===== config.mk =====
export PLATFORM = sky130hd
export DESIGN_NAME = tensor_to_rgb
export DESIGN_NICKNAME = d
export VERILOG_FILES = /design/src/rtl/tensor_to_rgb_pkg.sv /design/src/rtl/tensor_to_rgb_bf16_to_uint6.sv /design/src/rtl/tensor_to_rgb.sv
export SDC_FILE = /design/constraint.sdc
export NUM_CORES = 1
export LEC_CHECK = 0
export ABC_AREA = 1
export ABC_CLOCK_PERIOD_IN_PS = 3840
export BUFFER_PORTS_ARGS = -buffer_cell sky130_fd_sc_hd__buf_2
export CAP_MARGIN = 30
export CORE_MARGIN = 4
export CORE_UTILIZATION = 40
export CTS_CLUSTER_SIZE = 12
export DETAILED_ROUTE_END_ITERATION = 7
export MAX_ROUTING_LAYER = met4
export SETUP_SLACK_MARGIN = 0.3
export SLEW_MARGIN = 25
export SYNTH_ARGS = -nofsm -noshare
export SYNTH_HDL_FRONTEND = slang
export SYNTH_SLANG_ARGS = --single-unit

===== constraint.sdc =====
create_clock -name clock -period 3.84 [get_ports clock]
set_input_delay 0.576 -clock clock [delete_from_list [all_inputs] [get_ports clock]]
set_output_delay 0.576 -clock clock [all_outputs]
set_load 0.005 [all_outputs]

===== src/rtl/tensor_to_rgb_pkg.sv =====
`default_nettype none
// ============================================================================
// Module      : tensor_to_rgb_pkg
// Description : Shared definitions for the bf16-planes-to-RGB565 DMA engine:
//               CSR word indices, bf16 field constants and the FSM state type.
//               Optional build macro used by this block: TENSOR_TO_RGB_ROUND_EN.
// Revision    : 1.0 - initial release
// ============================================================================
package tensor_to_rgb_pkg;

   // CSR word indices on the slave port
   localparam logic [3:0] CSR_CTRL  = 4'd0;
   localparam logic [3:0] CSR_DST   = 4'd1;
   localparam logic [3:0] CSR_RED   = 4'd2;
   localparam logic [3:0] CSR_GREEN = 4'd3;
   localparam logic [3:0] CSR_BLUE  = 4'd4;
   localparam logic [3:0] CSR_COUNT = 4'd5;

   // bf16 exponent landmarks
   localparam logic [7:0] BF16_EXP_BIAS = 8'd127;
   localparam logic [7:0] BF16_EXP_SAT  = 8'd133;
   localparam logic [7:0] BF16_EXP_MAX  = 8'hFF;

   typedef enum logic [2:0] {
      IDLE   = 3'd0,
      RD_R   = 3'd1,
      RD_G   = 3'd2,
      RD_B   = 3'd3,
      WR_PIX = 3'd4
   } state_t;

endpackage
`default_nettype wire


===== src/rtl/tensor_to_rgb_bf16_to_uint6.sv =====
`default_nettype none
// ============================================================================
// Module      : bf16_to_uint6
// Description : Combinational bf16 -> unsigned 6-bit converter with
//               saturation. Negatives, zero, denormals and NaN map to 0;
//               +Inf and values >= 64 map to 63. Truncates toward zero by
//               default; rounds half-up when TENSOR_TO_RGB_ROUND_EN is defined.
// Revision    : 1.0 - initial release
// ============================================================================
module bf16_to_uint6
   import tensor_to_rgb_pkg::*;
(
   input  logic [15:0] bf16,
   output logic [5:0]  uint6
);

   logic       w_sign;
   logic [7:0] w_exp;
   logic [6:0] w_man;
   logic [8:0] w_mant_full;
   logic [7:0] w_rshift;
   logic [8:0] w_scaled;

   assign w_sign      = bf16[15];
   assign w_exp       = bf16[14:7];
   assign w_man       = bf16[6:0];
   assign w_mant_full = {2'b01, w_man};
   // 1.m is held as an 8-bit integer scaled by 2^7; shift right by 7-(e-127)
   assign w_rshift    = (BF16_EXP_SAT + 8'd1) - w_exp;

`ifdef TENSOR_TO_RGB_ROUND_EN
   logic [8:0] w_half;
   // Half of one output LSB at the current scale, added before truncation
   assign w_half   = 9'd64 >> (w_exp - BF16_EXP_BIAS);
   assign w_scaled = (w_mant_full + w_half) >> w_rshift;
`else
   assign w_scaled = w_mant_full >> w_rshift;
`endif

   // Classify the operand and select the saturated / scaled result
   always_comb begin
      uint6 = 6'd0;
      if (w_sign || (w_exp == 8'd0)) begin
         uint6 = 6'd0;
      end else if (w_exp == BF16_EXP_MAX) begin
         uint6 = (w_man == 7'd0) ? 6'd63 : 6'd0;
      end else if (w_exp >= BF16_EXP_SAT) begin
         uint6 = 6'd63;
      end else if (w_exp < BF16_EXP_BIAS) begin
`ifdef TENSOR_TO_RGB_ROUND_EN
         // [0.5, 1.0) rounds up to 1
         if (w_exp == (BF16_EXP_BIAS - 8'd1)) begin
            uint6 = 6'd1;
         end
`endif
      end else if (w_scaled > 9'd63) begin
         // only reachable when rounding carries 63.5+ up to 64
         uint6 = 6'd63;
      end else begin
         uint6 = w_scaled[5:0];
      end
   end

endmodule
`default_nettype wire


===== src/rtl/tensor_to_rgb.sv =====
`default_nettype none
// ============================================================================
// Module      : tensor_to_rgb
// Description : DMA engine reading red/green/blue bf16 planes over a 16-bit
//               Avalon-MM master, converting each element to 6 bits and
//               writing packed RGB565 pixels to a destination buffer.
//               CSRs on an Avalon-MM slave. Build macro
//               TENSOR_TO_RGB_ROUND_EN selects round-half-up conversion.
// Revision    : 1.0 - initial release
// ============================================================================
module tensor_to_rgb
   import tensor_to_rgb_pkg::*;
(
   input  logic        clock,
   input  logic        clock_sreset,
   input  logic [3:0]  s_address,
   output logic [31:0] s_readdata,
   input  logic [31:0] s_writedata,
   input  logic        s_read,
   input  logic        s_write,
   output logic        s_waitrequest,
   output logic [31:0] m_address,
   output logic [15:0] m_writedata,
   input  logic [15:0] m_readdata,
   output logic [1:0]  m_byteenable,
   output logic        m_read,
   output logic        m_write,
   input  logic        m_waitrequest
);

   state_t      r_state;
   state_t      w_state_nxt;
   logic [31:0] r_dst_ptr;
   logic [31:0] r_red_ptr;
   logic [31:0] r_green_ptr;
   logic [31:0] r_blue_ptr;
   logic [23:0] r_count;
   logic [23:0] r_offset;
   logic [15:0] r_red_bf16;
   logic [15:0] r_green_bf16;
   logic [15:0] r_blue_bf16;
   logic        r_busy;
   logic        r_go;
   logic        r_read_lat;
   logic [5:0]  w_red6;
   logic [5:0]  w_green6;
   logic [5:0]  w_blue6;
   logic [31:0] w_offset_bytes;
   logic        w_last;
   logic        w_unused_lsbs;

   assign w_offset_bytes = {7'd0, r_offset, 1'b0};
   assign w_last         = (r_offset == (r_count - 24'd1));
   assign m_byteenable   = 2'b11;
   // Red and blue keep only the upper five bits of the converted value
   assign m_writedata    = {w_red6[5:1], w_green6, w_blue6[5:1]};
   assign w_unused_lsbs  = w_red6[0] ^ w_blue6[0];
   // Reads stall exactly one cycle; r_read_lat toggles back so
   // back-to-back reads each get their own stall
   assign s_waitrequest  = s_read & ~r_read_lat;

   bf16_to_uint6 u_cvt_red   (.bf16(r_red_bf16),   .uint6(w_red6));
   bf16_to_uint6 u_cvt_green (.bf16(r_green_bf16), .uint6(w_green6));
   bf16_to_uint6 u_cvt_blue  (.bf16(r_blue_bf16),  .uint6(w_blue6));

   // Go pulse and read-latency flag
   always_ff @(posedge clock) begin
      if (clock_sreset) begin
         r_go       <= 1'b0;
         r_read_lat <= 1'b0;
      end else begin
         r_go       <= s_write && (s_address == CSR_CTRL) && s_writedata[0];
         r_read_lat <= s_read && !r_read_lat;
      end
   end

   // Software-written job descriptor (no reset: undefined until written)
   always_ff @(posedge clock) begin
      if (s_write) begin
         case (s_address)
            CSR_DST:   r_dst_ptr   <= s_writedata;
            CSR_RED:   r_red_ptr   <= s_writedata;
            CSR_GREEN: r_green_ptr <= s_writedata;
            CSR_BLUE:  r_blue_ptr  <= s_writedata;
            CSR_COUNT: r_count     <= s_writedata[23:0];
            default:   ;
         endcase
      end
   end

   // Registered CSR read mux, valid on the cycle after the stall
   always_ff @(posedge clock) begin
      case (s_address)
         CSR_CTRL:  s_readdata <= {31'd0, r_busy};
         CSR_DST:   s_readdata <= r_dst_ptr;
         CSR_RED:   s_readdata <= r_red_ptr;
         CSR_GREEN: s_readdata <= r_green_ptr;
         CSR_BLUE:  s_readdata <= r_blue_ptr;
         CSR_COUNT: s_readdata <= {8'd0, r_count};
         default:   s_readdata <= 32'd0;
      endcase
   end

   // FSM state register
   always_ff @(posedge clock) begin
      if (clock_sreset) begin
         r_state <= IDLE;
      end else begin
         r_state <= w_state_nxt;
      end
   end

   // Next-state and master-port outputs
   always_comb begin
      w_state_nxt = r_state;
      m_read      = 1'b0;
      m_write     = 1'b0;
      m_address   = 32'd0;
      case (r_state)
         IDLE: begin
            if (r_go && (r_count != 24'd0)) begin
               w_state_nxt = RD_R;
            end
         end
         RD_R: begin
            m_read    = 1'b1;
            m_address = r_red_ptr + w_offset_bytes;
            if (!m_waitrequest) w_state_nxt = RD_G;
         end
         RD_G: begin
            m_read    = 1'b1;
            m_address = r_green_ptr + w_offset_bytes;
            if (!m_waitrequest) w_state_nxt = RD_B;
         end
         RD_B: begin
            m_read    = 1'b1;
            m_address = r_blue_ptr + w_offset_bytes;
            if (!m_waitrequest) w_state_nxt = WR_PIX;
         end
         WR_PIX: begin
            m_write   = 1'b1;
            m_address = r_dst_ptr + w_offset_bytes;
            if (!m_waitrequest) w_state_nxt = w_last ? IDLE : RD_R;
         end
         default: w_state_nxt = IDLE;
      endcase
   end

   // Busy flag and pixel offset
   always_ff @(posedge clock) begin
      if (clock_sreset) begin
         r_busy   <= 1'b0;
         r_offset <= 24'd0;
      end else begin
         case (r_state)
            IDLE: begin
               r_offset <= 24'd0;
               if (r_go && (r_count != 24'd0)) r_busy <= 1'b1;
            end
            WR_PIX: begin
               if (!m_waitrequest) begin
                  if (w_last) r_busy   <= 1'b0;
                  else        r_offset <= r_offset + 24'd1;
               end
            end
            default: ;
         endcase
      end
   end

   // Capture each plane element in its accept cycle
   always_ff @(posedge clock) begin
      if (!m_waitrequest) begin
         if (r_state == RD_R) r_red_bf16   <= m_readdata;
         if (r_state == RD_G) r_green_bf16 <= m_readdata;
         if (r_state == RD_B) r_blue_bf16  <= m_readdata;
      end
   end

endmodule
`default_nettype wire


# [Word level (Yosys, flattened, before mapping)]
# Index checks and enable logic that the tools add are counted.
[totals] reg_bits=262 input_bits=57 output_inout_bits=85 word_cells=124
[classes] n_addsub=9 order_cmp=9 eq_ne=20 shifts=3 muxes=36 bitwise_logic=3 n_reduce_logical=30
[ops] operator="32-bit case mux with 6 select lines" n=1
[ops] operator="32-bit by 25-bit adder with 32-bit output" n=4
[ops] operator="32-bit case mux with 4 select lines" n=1
[ops] operator="6-bit two-way mux" n=18
[ops] operator="24-bit two-way mux" n=2
[ops] operator="24-bit case mux with 2 select lines" n=1
[ops] operator="9-bit by 6-bit > comparator with 1-bit output, second input constant" n=3
[ops] operator="8-bit by 8-bit >> shifter with 9-bit output" n=3
[ops] operator="24-bit by 1-bit adder with 24-bit output, second input constant" n=1
[ops] operator="24-bit equality test" n=1
[ops] operator="8-bit equality test, second input constant" n=3
[ops] operator="8-bit >= comparator, second input constant" n=3
[ops] operator="8-bit zero test" n=3
[ops] operator="8-bit by 7-bit < comparator with 1-bit output, second input constant" n=3
[ops] operator="24-bit nonzero test" n=1
[ops] operator="24-bit by 1-bit subtractor with 24-bit output, second input constant" n=1
[ops] operator="8-bit subtractor, first input constant" n=3
[ops] operator="7-bit zero test" n=3
[ops] operator="2-bit AND reduction" n=8
[ops] operator="3-bit two-way mux" n=5
[ops] operator="3-bit case mux with 5 select lines" n=1
[ops] operator="2-bit != test, second input constant" n=7
[ops] operator="4-bit by 2-bit equality test with 1-bit output, second input constant" n=2
[ops] operator="4-bit by 3-bit equality test with 1-bit output, second input constant" n=2
[ops] operator="other kinds (18)" n=30

# [Longest topological paths before layout]
# Gate-level depths: netlist of run 1.
[depth] word_depth=8 ltp_mapped=24 depth_no_buf=23

# [Cells and area by module]
# Synthesis of run 1 repeated with hierarchy kept, for this count alone.
[unflattened] cells_unflattened=1756 hier_area_um2=14975.6
[by_module_without_submodules] module="tensor_to_rgb" n_inst=1 cells_each=1381 area_per_inst_um2=12937.4
[by_module_without_submodules] module="bf16_to_uint6" n_inst=3 cells_each=125 area_per_inst_um2=679.4

# [Least setup slack after synthesis of run 1]
# Ideal clock, no wire load.
[synth_path] path_kind="register to output" startpoint="register r_state[1]" endpoint="output port m_address[30]" arrival_ns=3.191 required_ns=3.264 slack_ns=0.073 stages_incl_launch_ff=23 path_buffers=2 cell_sequence="dfxtp_1 > nor2_4 > inv_2 > nor2_4 > inv_2 > nand3_1 > inv_2 > buf_2 > buf_1 > nand2_1 > o2111ai_1 > ha_1 > nand2_1 > nor2_1 > nor2_1 > o21ai_0 > nand3_1 > nand3_1 > nand2_1 > nand2_1 > nand3b_1 > nor2_1 > o21a_1"
[synth_via] elab_chain_len=2
[synth_lines] item="from (decl)" line_no="tensor_to_rgb.sv:31" text="state_t r_state;"
[synth_lines] item="from (signal assigned)" line_no="tensor_to_rgb.sv:109" text="r_state <= w_state_nxt;"
[synth_lines] item="3-bit equality test, or another cell as far along" line_no="tensor_to_rgb.sv:119" text="case (r_state)"
[synth_lines] item="32-bit case mux with 4 select lines *" line_no="tensor_to_rgb.sv:119"
[synth_lines] item="to (decl)" line_no="tensor_to_rgb.sv:22" text="output logic [31:0] m_address,"
# Every way passes the cells marked *; elsewhere a longest branch is shown, timed or not.

# [Final worst setup path of run 1]
[layout_path] startpoint="register r_state[1]" endpoint="output port m_address[27]"
# The elaborated chain is that of the path after synthesis.

==> results.json, run 1 <==
{
  "drtPass1Iterations": 6,
  "status": "finished, violations left",
  "syn2layout_area_growth_pct": 30.2,
  "edff_count_synth": 200,
  "wl_mm": 47.2,
  "first_global_vias": 12500,
  "drt_iter0_markers": 1094,
  "cts_bufs_inserted": 29,
  "vias_per_cell": 5.49,
  "buffers_on_ports": 139,
  "irDropWorstVdd_mv": 0.323,
  "timing_worst_slew_pin_value_ns": 0.923,
  "worstSetupStartpointType": "register",
  "hold_path.class": "in2reg",
  "finalHoldViolations": 0,
  "internal_power_mw": 5.06,
  "critPathKind": "reg2out",
  "clock_latency_ns": 0.58,
  "synthMostInstantiatedCell": "sky130_fd_sc_hd__nand2_1",
  "rsz0062_at_grt": "true",
  "worstPathMaxFanout": 13,
  "slew-limit-headroom_pct": 38.2,
  "critPathArrivalTime_ns": 3.55,
  "postSynthAreaPerCell_um2": 8.76,
  "synth_cell_types": 50,
  "setup-violations-final": 20,
  "cts_buffer_depth": 3,
  "final_power_mw": 6.80,
  "rows": 68,
  "timing.critical_path.cells": "nor2_4 -> inv_2 -> nor2_4 -> inv_4 -> nand3_4 -> inv_6 -> buf_12 -> nand2_1 -> o2111ai_4 -> ha_4 -> nand2_2 -> nor2_2 -> nand2_2 -> nand2_2 -> a21oi_2 -> o21ai_2 -> a21o_1 -> nand2_2 -> buf_4 -> a21oi_1 -> buf_2",
  "pre_cts_ws_ns": -0.00601,
  "max_stage_delay_ns": 0.36,
  "synth_seq_area_share_pct": 50.7,
  "clock.fmax_mhz": 243,
  "route.vias.total": 13100,
  "crit_slowest_cell": "sky130_fd_sc_hd__dfxtp_4",
  "netSwitchingFraction_pct": 25.6,
  "final_layout_size_suffix_gt1_share_pct": 29.2,
  "die_x_um": 197,
  "worst_clock_skew_ns": 0.0422,
  "grt.total_usage_pct": 23.9,
  "cts-hold-fix-buffers": 0,
  "route.antenna.remaining_nets": 0,
  "synthArstFlopShare_pct": 0,
  "filler_cell_count": 3135,
  "ctsHtreeMaxLevel": 1,
  "floorplan.initialDensity_pct": 41.0,
  "clockPowerShare_pct": 40.0,
  "dpl_cell_area_um2": 16100,
  "drcViolationCount": 0,
  "post-dp-hpwl_mm": 33.2,
  "path_delay_family": "simple AND/OR/NAND/NOR gates",
  "synth.cell_area_um2": 14300,
  "violations_in_the_final_reports": "setup timing",
  "grt_max_degree": 30,
  "synthCells": 1632,
  "setup_tns_ns": -3.96,
  "finalMaxSlewViolations": 0,
  "cts_root_buffer": "sky130_fd_sc_hd__clkbuf_16",
  "gpl.final_weighted_congestion": 0.986,
  "grt_antenna_before_repair": 1,
  "avgRoutedWirePerCell_um": 19.8,
  "tmin_final_ns": 4.12,
  "hold_ws_ns": 0.229,
  "floorplan.die_area_um2": 38800,
  "tritoncts": "built",
  "numClockSinks": 262,
  "crit_buf_inv": 6,
  "layoutNonFillerInstCount": 2379,
  "grt_overflow": 0,
  "post-route-cell-area_um2": 18600,
  "final.period_utilization_pct": 107,
  "io-pin-count": 142,
  "timing.critical_path.to_type": "output pin",
  "clkSlewWorstSetupHoldPaths_ns": 0.06,
  "leakage_power_nw": 7.47,
  "synth_top_cells_by_area": "sky130_fd_sc_hd__edfxtp_1 42%, sky130_fd_sc_hd__nand2_1 11%, sky130_fd_sc_hd__dfxtp_1 8.7%",
  "pwr_density_cell_nw_per_um2": 366,
  "maxCapViolations": 0,
  "power_switching_mw": 1.74,
  "comb_power_share_pct": 13.0,
  "critical_path_required_ns": 3.26,
  "synth_top_cell_area_share_pct": 42.0,
  "synth_largest_area_cell": "sky130_fd_sc_hd__edfxtp_1",
  "synth_commonest_cells": "400 x sky130_fd_sc_hd__nand2_1, 200 x sky130_fd_sc_hd__edfxtp_1, 165 x sky130_fd_sc_hd__nor2_1, 151 x sky130_fd_sc_hd__inv_1, 88 x sky130_fd_sc_hd__nand3_1",
  "synth_warnings": 0,
  "net_count_of_the_finished_layout": 1998,
  "path_common_cell": "sky130_fd_sc_hd__nand2_2",
  "synth_top_flop_cell": "sky130_fd_sc_hd__edfxtp_1",
  "dp.cells": 2267,
  "fp.dieH_um": 197,
  "global_route_wire_length_before_repair_mm": 71.2,
  "power.sequential.fraction_pct": 47.0,
  "finish.utilization_pct": 53.4,
  "fin_ws_ns": -0.283,
  "core_area_um2": 34900,
  "ys_ff_latch": 262
}
registers in the layout, indices dropped and copies added (netlist names), 16 cells and up:
signal        flops
r_blue_bf16      16
r_count          24
r_green_ptr      32
s_readdata       32
r_red_bf16       16
r_offset         24
r_blue_ptr       32
r_dst_ptr        32
r_green_bf16     16
r_red_ptr        32
cell type report:
type | instances | area [µm²] | share of cell area (%)
tap | 455 | 569 | 3.06
sequential | 262 | 7250 | 39.0
timing repair inverter | 1 | 5.00 | 0.0269
inverter | 158 | 607 | 3.26
clock inverter | 10 | 82.6 | 0.444
clock buffer | 44 | 862 | 4.63
antenna | 1 | 2.50 | 0.0134
multi-input combinational | 1162 | 7270 | 39.1
timing repair buffer | 286 | 1960 | 10.5
repair_timing:
item,in CTS,in global routing
pin swaps,36,39
endpoints found under the setup margin,37,46
cloned,2,1
resized for setup,150,75
buffers inserted,32,22
power groups by stage:
| stage | clock [mW] | sequential (mW) | combinational (mW) |
|---|---|---|---|
| after floorplan | 0 | 3.24 | 0.434 |
| after global placement | 0 | 3.25 | 0.745 |
| after detailed placement | 0 | 3.25 | 0.754 |
| after CTS | 2.79 | 3.19 | 0.827 |
| after global routing | 2.91 | 3.20 | 0.963 |
| final | 2.72 | 3.20 | 0.885 |
path summary, 6_finish.rpt:
kind,endpoint,startpoint,slack (ns),depth (start not counted)
worst max-delay path,m_address[27],r_state[1]$_SDFFE_PP0P_,-0.28,21
worst min-delay path,r_red_ptr[12]$_DFFE_PP_,s_writedata[12],0.23,1
worst min register to register,r_read_lat$_SDFF_PP0_,r_read_lat$_SDFF_PP0_,0.42,1
worst max register to register,r_offset[1]$_SDFFE_PP0P_,r_count[0]$_DFFE_PP_,1.10,15
routing by layer:
metal / GRT usage, % / part of all wire, %
met5: - / 0
met4: 7.04 / 3.4
met3: 3.19 / 7.6
met2: 37.3 / 47
met1: 33.0 / 43
cells in the final DEF, fill, tap and decap left out, types with 11 or more instances in the layout:
| cell type | instances |
|---|---|
| sky130_fd_sc_hd__nand2_1 | 363 |
| sky130_fd_sc_hd__nor2_4 | 15 |
| sky130_fd_sc_hd__o22ai_1 | 11 |
| sky130_fd_sc_hd__nor3_1 | 16 |
| sky130_fd_sc_hd__o21ai_1 | 16 |
| sky130_fd_sc_hd__nor2_2 | 21 |
| sky130_fd_sc_hd__o21ai_0 | 59 |
| sky130_fd_sc_hd__nand4_1 | 51 |
| sky130_fd_sc_hd__a221oi_1 | 24 |
| sky130_fd_sc_hd__nand2_2 | 53 |
| sky130_fd_sc_hd__nor4_1 | 11 |
| sky130_fd_sc_hd__clkbuf_16 | 29 |
| sky130_fd_sc_hd__buf_2 | 139 |
| sky130_fd_sc_hd__dfxtp_1 | 60 |
| sky130_fd_sc_hd__a21oi_2 | 41 |
| sky130_fd_sc_hd__xor2_1 | 37 |
| sky130_fd_sc_hd__nor2_1 | 142 |
| sky130_fd_sc_hd__nand3_1 | 79 |
| sky130_fd_sc_hd__xnor2_1 | 16 |
| sky130_fd_sc_hd__buf_4 | 127 |
| sky130_fd_sc_hd__inv_1 | 144 |
| sky130_fd_sc_hd__o2111ai_4 | 12 |
| sky130_fd_sc_hd__a21oi_1 | 52 |
| sky130_fd_sc_hd__edfxtp_1 | 200 |
| sky130_fd_sc_hd__ha_4 | 18 |
| sky130_fd_sc_hd__buf_6 | 12 |
| sky130_fd_sc_hd__ha_1 | 20 |
cells by family (layout without fill, tap and decap cells):
group                    after synthesis  after routing  share of synthesized area (%)
AND/OR/NAND/NOR                      789            789                           24.2
buffers and inverters                209            499                           5.86
flip-flops                           262            262                           50.7
adder cells (fa/ha/maj)               41             41                           3.64
XOR/XNOR                              54             54                           3.31
other                                  1              3                         0.0262
AO/OA/AOI/OAI                        276            276                           12.2
worst reg2reg max path: cells and delay by family, from the launching register on:
kind	cells	cell delay, ns
and+or+nand+nor	13	1.64
adders and majority gates	1	0.22
buffers and inverters	1	0.19
DFF	1	0.48
(Power assumes the default switching activity.)
==> run 2, diff against run 1 <==
Settings changed: CTS_BUF_LIST from default to sky130_fd_sc_hd__clkbuf_16.
==> results.json, run 2 (synthesized netlist as in run 1, its figures left out) <==
{
  "layout.cells.most_common_list": "366 x sky130_fd_sc_hd__nand2_1, 200 x sky130_fd_sc_hd__edfxtp_1, 151 x sky130_fd_sc_hd__inv_1",
  "rsz0062_at_grt": "true",
  "vias_per_cell": 5.50,
  "pwr_density_cell_nw_per_um2": 358,
  "clkSlewWorstSetupHoldPaths_ns": 0.06,
  "clock_latency_ns": 0.58,
  "net_count_of_the_finished_layout": 1998,
  "max_stage_delay_ns": 0.36,
  "ff2ff_setup_slack_ns": 1.10,
  "route.antenna.remaining_nets": 0,
  "grt_overflow": 0,
  "cts_buffer_depth": 3,
  "leakage_power_nw": 7.46,
  "hold_path.class": "in2reg",
  "critical_path_required_ns": 3.26,
  "power_switching_mw": 1.74,
  "drcViolationCount": 0,
  "grt_antenna_before_repair": 1,
  "worstPathMaxFanout": 13,
  "final_layout_size_suffix_gt1_share_pct": 28.6,
  "post-dp-hpwl_mm": 33.2,
  "setup-violations-final": 22,
  "gpl.final_weighted_congestion": 0.986,
  "timing_worst_slew_pin_value_ns": 0.928,
  "dp.cells": 2267,
  "tritoncts": "built",
  "finish.utilization_pct": 53.1,
  "internal_power_mw": 4.89,
  "global_route_wire_length_before_repair_mm": 71.2,
  "layoutNonFillerInstCount": 2379,
  "final.period_utilization_pct": 108,
  "worstSetupStartpoint": "r_state[1]$_SDFFE_PP0P_",
  "irDropWorstVdd_mv": 0.307,
  "wl_mm": 47.1,
  "crit_buf_inv": 6,
  "filler_cell_count": 3143,
  "path_delay_family": "simple AND/OR/NAND/NOR gates",
  "clockPowerShare_pct": 38.4,
  "worst_clock_skew_ns": 0.0425,
  "critPathKind": "reg2out",
  "worstSetupStartpointType": "register",
  "route.vias.total": 13100,
  "r2r_start": "r_count[0]$_DFFE_PP_",
  "power.sequential.fraction_pct": 48.2,
  "timing.critical_path.cells": "nor2_4 -> inv_2 -> nor2_4 -> inv_4 -> nand3_4 -> inv_6 -> buf_12 -> nand2_1 -> o2111ai_4 -> ha_4 -> nand2_2 -> inv_1 -> a21oi_2 -> nand2_2 -> a21oi_2 -> o21ai_2 -> a21o_1 -> nand2_2 -> nor2_1 -> nand2_1 -> nand2_1 -> nor2_1 -> buf_2",
  "rows": 68,
  "finalMaxSlewViolations": 0,
  "cts_root_buffer": "sky130_fd_sc_hd__clkbuf_16",
  "finalHoldViolations": 0,
  "clock.fmax_mhz": 241,
  "cp_num_cells": 23,
  "die_x_um": 197,
  "violations_in_the_final_reports": "setup timing",
  "floorplan.initialDensity_pct": 41.0,
  "cts-hold-fix-buffers": 0,
  "worst-r2r-cell-count": 15,
  "crit-reg2reg-capture": "r_offset[1]$_SDFFE_PP0P_",
  "slew-limit-headroom_pct": 37.9,
  "syn2layout_area_growth_pct": 29.7,
  "numClockSinks": 262,
  "core_area_um2": 34900,
  "cp-endpoint": "m_address[31]",
  "most_common_cell_after_layout_fill_and_taps_aside": "sky130_fd_sc_hd__nand2_1",
  "drt_iter0_markers": 1037,
  "buffers_on_ports": 139,
  "tmin_final_ns": 4.15,
  "first_global_vias": 12400,
  "crit_slowest_cell": "sky130_fd_sc_hd__dfxtp_4",
  "fp.dieH_um": 197,
  "status": "finished, violations left",
  "grt_max_degree": 30,
  "ctsHtreeMaxLevel": 1,
  "cts_bufs_inserted": 29,
  "avgRoutedWirePerCell_um": 19.8,
  "netSwitchingFraction_pct": 26.3,
  "grt.total_usage_pct": 23.9,
  "timing.critical_path.to_type": "output pin",
  "drtPass1Iterations": 5,
  "comb_power_share_pct": 13.3,
  "floorplan.die_area_um2": 38800,
  "fin_ws_ns": -0.307,
  "maxCapViolations": 0,
  "critPathArrivalTime_ns": 3.57,
  "io-pin-count": 142
}
## run 2: layout make-up
type / instances / area [µm²] / area share, %
repair inverters: 1 / 5.00 / 0.0270
flip-flops and latches: 262 / 7250 / 39.1
repair buffers: 286 / 1960 / 10.6
well taps: 455 / 569 / 3.07
clock buffers: 29 / 726 / 3.92
clock inverters: 25 / 139 / 0.749
diodes: 1 / 2.50 / 0.0135
inverters: 158 / 607 / 3.27
multi-input cells: 1162 / 7270 / 39.2
## run 2: metal layers
layer	GRT usage, %	wire length, µm
met5	-	0
met3	3.24	3540
met4	7.04	1710
met1	33.0	20100
met2	37.1	21700
## run 2: power groups by stage
stage | registers [mW] | clock network [mW] | logic (mW)
2_1_floorplan | 3.24 | 0 | 0.434
3_5_place_dp | 3.25 | 0 | 0.754
3_3_place_gp | 3.25 | 0 | 0.745
4_1_cts | 3.19 | 2.60 | 0.827
5_1_grt | 3.20 | 2.73 | 0.963
6_report | 3.20 | 2.55 | 0.884
## run 2: how the worst min path moves through the flow
stage | startpoint | cells after the start | end | slack (ns)
floorplan | r_read_lat$_SDFF_PP0_ | 1 | r_read_lat$_SDFF_PP0_ | 0.40
global placement | r_read_lat$_SDFF_PP0_ | 1 | r_read_lat$_SDFF_PP0_ | 0.41
detailed placement | r_read_lat$_SDFF_PP0_ | 1 | r_read_lat$_SDFF_PP0_ | 0.42
CTS | s_writedata[12] | 1 | r_count[12]$_DFFE_PP_ | 0.21
global route | s_writedata[12] | 1 | r_red_ptr[12]$_DFFE_PP_ | 0.22
finish | s_writedata[12] | 1 | r_red_ptr[12]$_DFFE_PP_ | 0.23
## run 2: repair_timing
| item | in CTS | in global routing |
|---|---|---|
| gates resized for setup | 150 | 73 |
| setup endpoints to repair | 36 | 46 |
| cloned | 2 | 1 |
| pin swaps | 36 | 38 |
| setup buffers | 32 | 22 |
## run 2: stage by stage
step                total power [mW]  setup TNS (ns)  area (µm²)  worst slack (ns)  hold WS (ns)
floorplan                       3.67               0       14300             0.290         0.399
global placement                3.99               0       16100            0.0567         0.406
detailed placement              4.00        -0.00601       16100          -0.00601         0.416
CTS                             6.62           -2.87       18000            -0.252         0.215
global route                    6.89           -7.92       18500            -0.507         0.215
finish                          6.63           -4.19       18500            -0.307         0.231
==> run 3, diff against run 2 <==
Settings changed: RECOVER_POWER from default to 50.
==> results.json, run 3 (synthesized netlist as in run 1, its figures left out) <==
{
  "holdPathStages": 3,
  "critical_path_required_ns": 3.26,
  "antennaDiodeCount": 0,
  "hold_path.class": "in2reg",
  "pwr_density_cell_nw_per_um2": 358,
  "min_delay_startpoint": "s_read",
  "final.period_utilization_pct": 108,
  "finalHoldViolations": 0,
  "io-pin-count": 142,
  "tritoncts": "built",
  "die_x_um": 197,
  "hold_ws_ns": 0.269,
  "rsz0062_at_grt": "true",
  "setup-violations-final": 22,
  "worst_hold_path.endpoint": "r_read_lat$_SDFF_PP0_",
  "tmin_final_ns": 4.14,
  "grt_antenna_before_repair": 0,
  "cts_buffer_depth": 3,
  "core_area_um2": 34900,
  "pre_cts_ws_ns": -0.00601,
  "cts_bufs_inserted": 29,
  "wl_mm": 47.1,
  "dp.cells": 2267,
  "worst_clock_skew_ns": 0.0432,
  "irDropWorstVdd_mv": 0.305,
  "worstSetupStartpointType": "register",
  "r2r_start": "r_count[0]$_DFFE_PP_",
  "maxCapViolations": 1,
  "clkSlewWorstSetupHoldPaths_ns": 0.06,
  "timing.critical_path.to_type": "output pin",
  "finalMaxSlewViolations": 30,
  "floorplan.initialDensity_pct": 41.0,
  "power.sequential.fraction_pct": 48.3,
  "clock_latency_ns": 0.58,
  "layoutNonFillerInstCount": 2378,
  "rows": 68,
  "fp.dieH_um": 197,
  "most_common_cell_after_layout_fill_and_taps_aside": "sky130_fd_sc_hd__nand2_1",
  "avgRoutedWirePerCell_um": 19.8,
  "clock.fmax_mhz": 241,
  "status": "finished, violations left",
  "grt_max_degree": 30,
  "critPathKind": "reg2out",
  "vias_per_cell": 5.50,
  "clockPowerShare_pct": 38.4,
  "netSwitchingFraction_pct": 26.3,
  "fin_ws_ns": -0.304,
  "worstPathMaxFanout": 13,
  "floorplan.die_area_um2": 38800,
  "timing_worst_slew_pin_value_ns": 1.98,
  "gpl.final_weighted_congestion": 0.986,
  "first_global_vias": 12400,
  "drtPass1Iterations": 6,
  "critPathArrivalTime_ns": 3.57,
  "crit-reg2reg-capture": "r_offset[1]$_SDFFE_PP0P_",
  "layout.cells.most_common_list": "366 x sky130_fd_sc_hd__nand2_1, 200 x sky130_fd_sc_hd__edfxtp_1, 151 x sky130_fd_sc_hd__inv_1",
  "grt_overflow": 0,
  "ff2ff_setup_slack_ns": 1.06,
  "drcViolationCount": 0,
  "worst-r2r-cell-count": 15,
  "ctsHtreeMaxLevel": 1,
  "violations_in_the_final_reports": "capacitance limit, slew limit, setup timing",
  "syn2layout_area_growth_pct": 29.2,
  "drt_iter0_markers": 1043,
  "comb_power_share_pct": 13.3,
  "numClockSinks": 262,
  "global_route_wire_length_before_repair_mm": 71.2,
  "grt.total_usage_pct": 23.9,
  "net_count_of_the_finished_layout": 1998,
  "internal_power_mw": 4.88,
  "buffers_on_ports": 139,
  "power_switching_mw": 1.74,
  "post-dp-hpwl_mm": 33.2,
  "cts-hold-fix-buffers": 0,
  "route.antenna.remaining_nets": 0,
  "leakage_power_nw": 7.32,
  "cts_root_buffer": "sky130_fd_sc_hd__clkbuf_16",
  "final_layout_size_suffix_gt1_share_pct": 26.0,
  "slew-limit-headroom_pct": -32.3,
  "route.vias.total": 13100
}
run 3: power groups by stage:
stage | clock network, mW | logic, mW | registers, mW
final | 2.54 | 0.879 | 3.20
after global routing | 2.73 | 0.956 | 3.20
after CTS | 2.60 | 0.827 | 3.19
after detailed placement | 0 | 0.754 | 3.25
after global placement | 0 | 0.745 | 3.25
after floorplan | 0 | 0.434 | 3.24
run 3: how the worst max path moves through the flow:
stage | slack [ns] | depth (start not counted) | to | from
after floorplan | 0.29 | 22 | m_address[31] | r_state[0]$_SDFFE_PP0P_
after global placement | 0.06 | 21 | m_address[30] | r_state[2]$_SDFFE_PP0P_
after detailed placement | -0.006 | 19 | m_address[30] | r_state[2]$_SDFFE_PP0P_
after CTS | -0.25 | 23 | m_address[29] | r_state[1]$_SDFFE_PP0P_
after global routing | -0.51 | 23 | m_address[30] | r_state[1]$_SDFFE_PP0P_
final | -0.30 | 23 | m_address[31] | r_state[1]$_SDFFE_PP0P_
run 3: repair_timing:
item / in CTS / in global routing
gates cloned: 2 / 1
endpoints found under the setup margin: 36 / 46
pin swaps: 36 / 38
gates resized for setup: 150 / 73
setup buffers: 32 / 22
run 3: metrics by stage:
| step | power (mW) | setup TNS (ns) | instance area (µm²) | util (%) |
|---|---|---|---|---|
| 2_1_floorplan | 3.67 | 0 | 14300 | - |
| 3_3_place_gp | 3.99 | 0 | 16100 | 46.3 |
| 6_report | 6.62 | -4.19 | 18500 | 52.9 |
| 3_5_place_dp | 4.00 | -0.00601 | 16100 | 46.3 |
| 4_1_cts | 6.62 | -2.87 | 18000 | 51.7 |
| 5_1_grt | 6.89 | -7.92 | 18500 | 52.9 |
run 3: cell type report:
cell class | count | area (µm²)
fillers | 3155 | 16400
multi-input cells | 1162 | 7270
flip-flops and latches | 262 | 7250
repair buffers | 286 | 1890
clock buffers | 29 | 726
inverters | 158 | 607
well taps | 455 | 569
clock inverters | 25 | 139
repair inverters | 1 | 5.00
run 3: critical path, cell delays in order, from the launching register on:
cell	delay (ns)
sky130_fd_sc_hd__dfxtp_4	0.36
sky130_fd_sc_hd__nor2_4	0.11
sky130_fd_sc_hd__inv_2	0.06
sky130_fd_sc_hd__nor2_4	0.14
sky130_fd_sc_hd__inv_4	0.05
sky130_fd_sc_hd__nand3_4	0.08
sky130_fd_sc_hd__inv_6	0.06
sky130_fd_sc_hd__buf_12	0.15
sky130_fd_sc_hd__nand2_1	0.10
sky130_fd_sc_hd__o2111ai_4	0.16
sky130_fd_sc_hd__ha_4	0.29
sky130_fd_sc_hd__nand2_2	0.11
sky130_fd_sc_hd__inv_1	0.07
sky130_fd_sc_hd__a21oi_2	0.17
sky130_fd_sc_hd__nand2_2	0.09
sky130_fd_sc_hd__a21oi_2	0.18
sky130_fd_sc_hd__o21ai_2	0.08
sky130_fd_sc_hd__a21o_1	0.26
sky130_fd_sc_hd__nand2_2	0.12
sky130_fd_sc_hd__nor2_1	0.06
sky130_fd_sc_hd__nand2_1	0.05
sky130_fd_sc_hd__nand2_1	0.05
sky130_fd_sc_hd__nor2_1	0.11
sky130_fd_sc_hd__buf_2	0.11
run 3: metal layers:
| layer | part of all wire, % | vias up | GRT usage (%) |
|---|---|---|---|
| met1 | 42 | 6241 | 33.0 |
| li1 | - | 6194 | - |
| met5 | 0 | - | - |
| met4 | 3.4 | 0 | 7.04 |
| met3 | 8.0 | 99 | 3.24 |
| met2 | 46 | 556 | 37.1 |
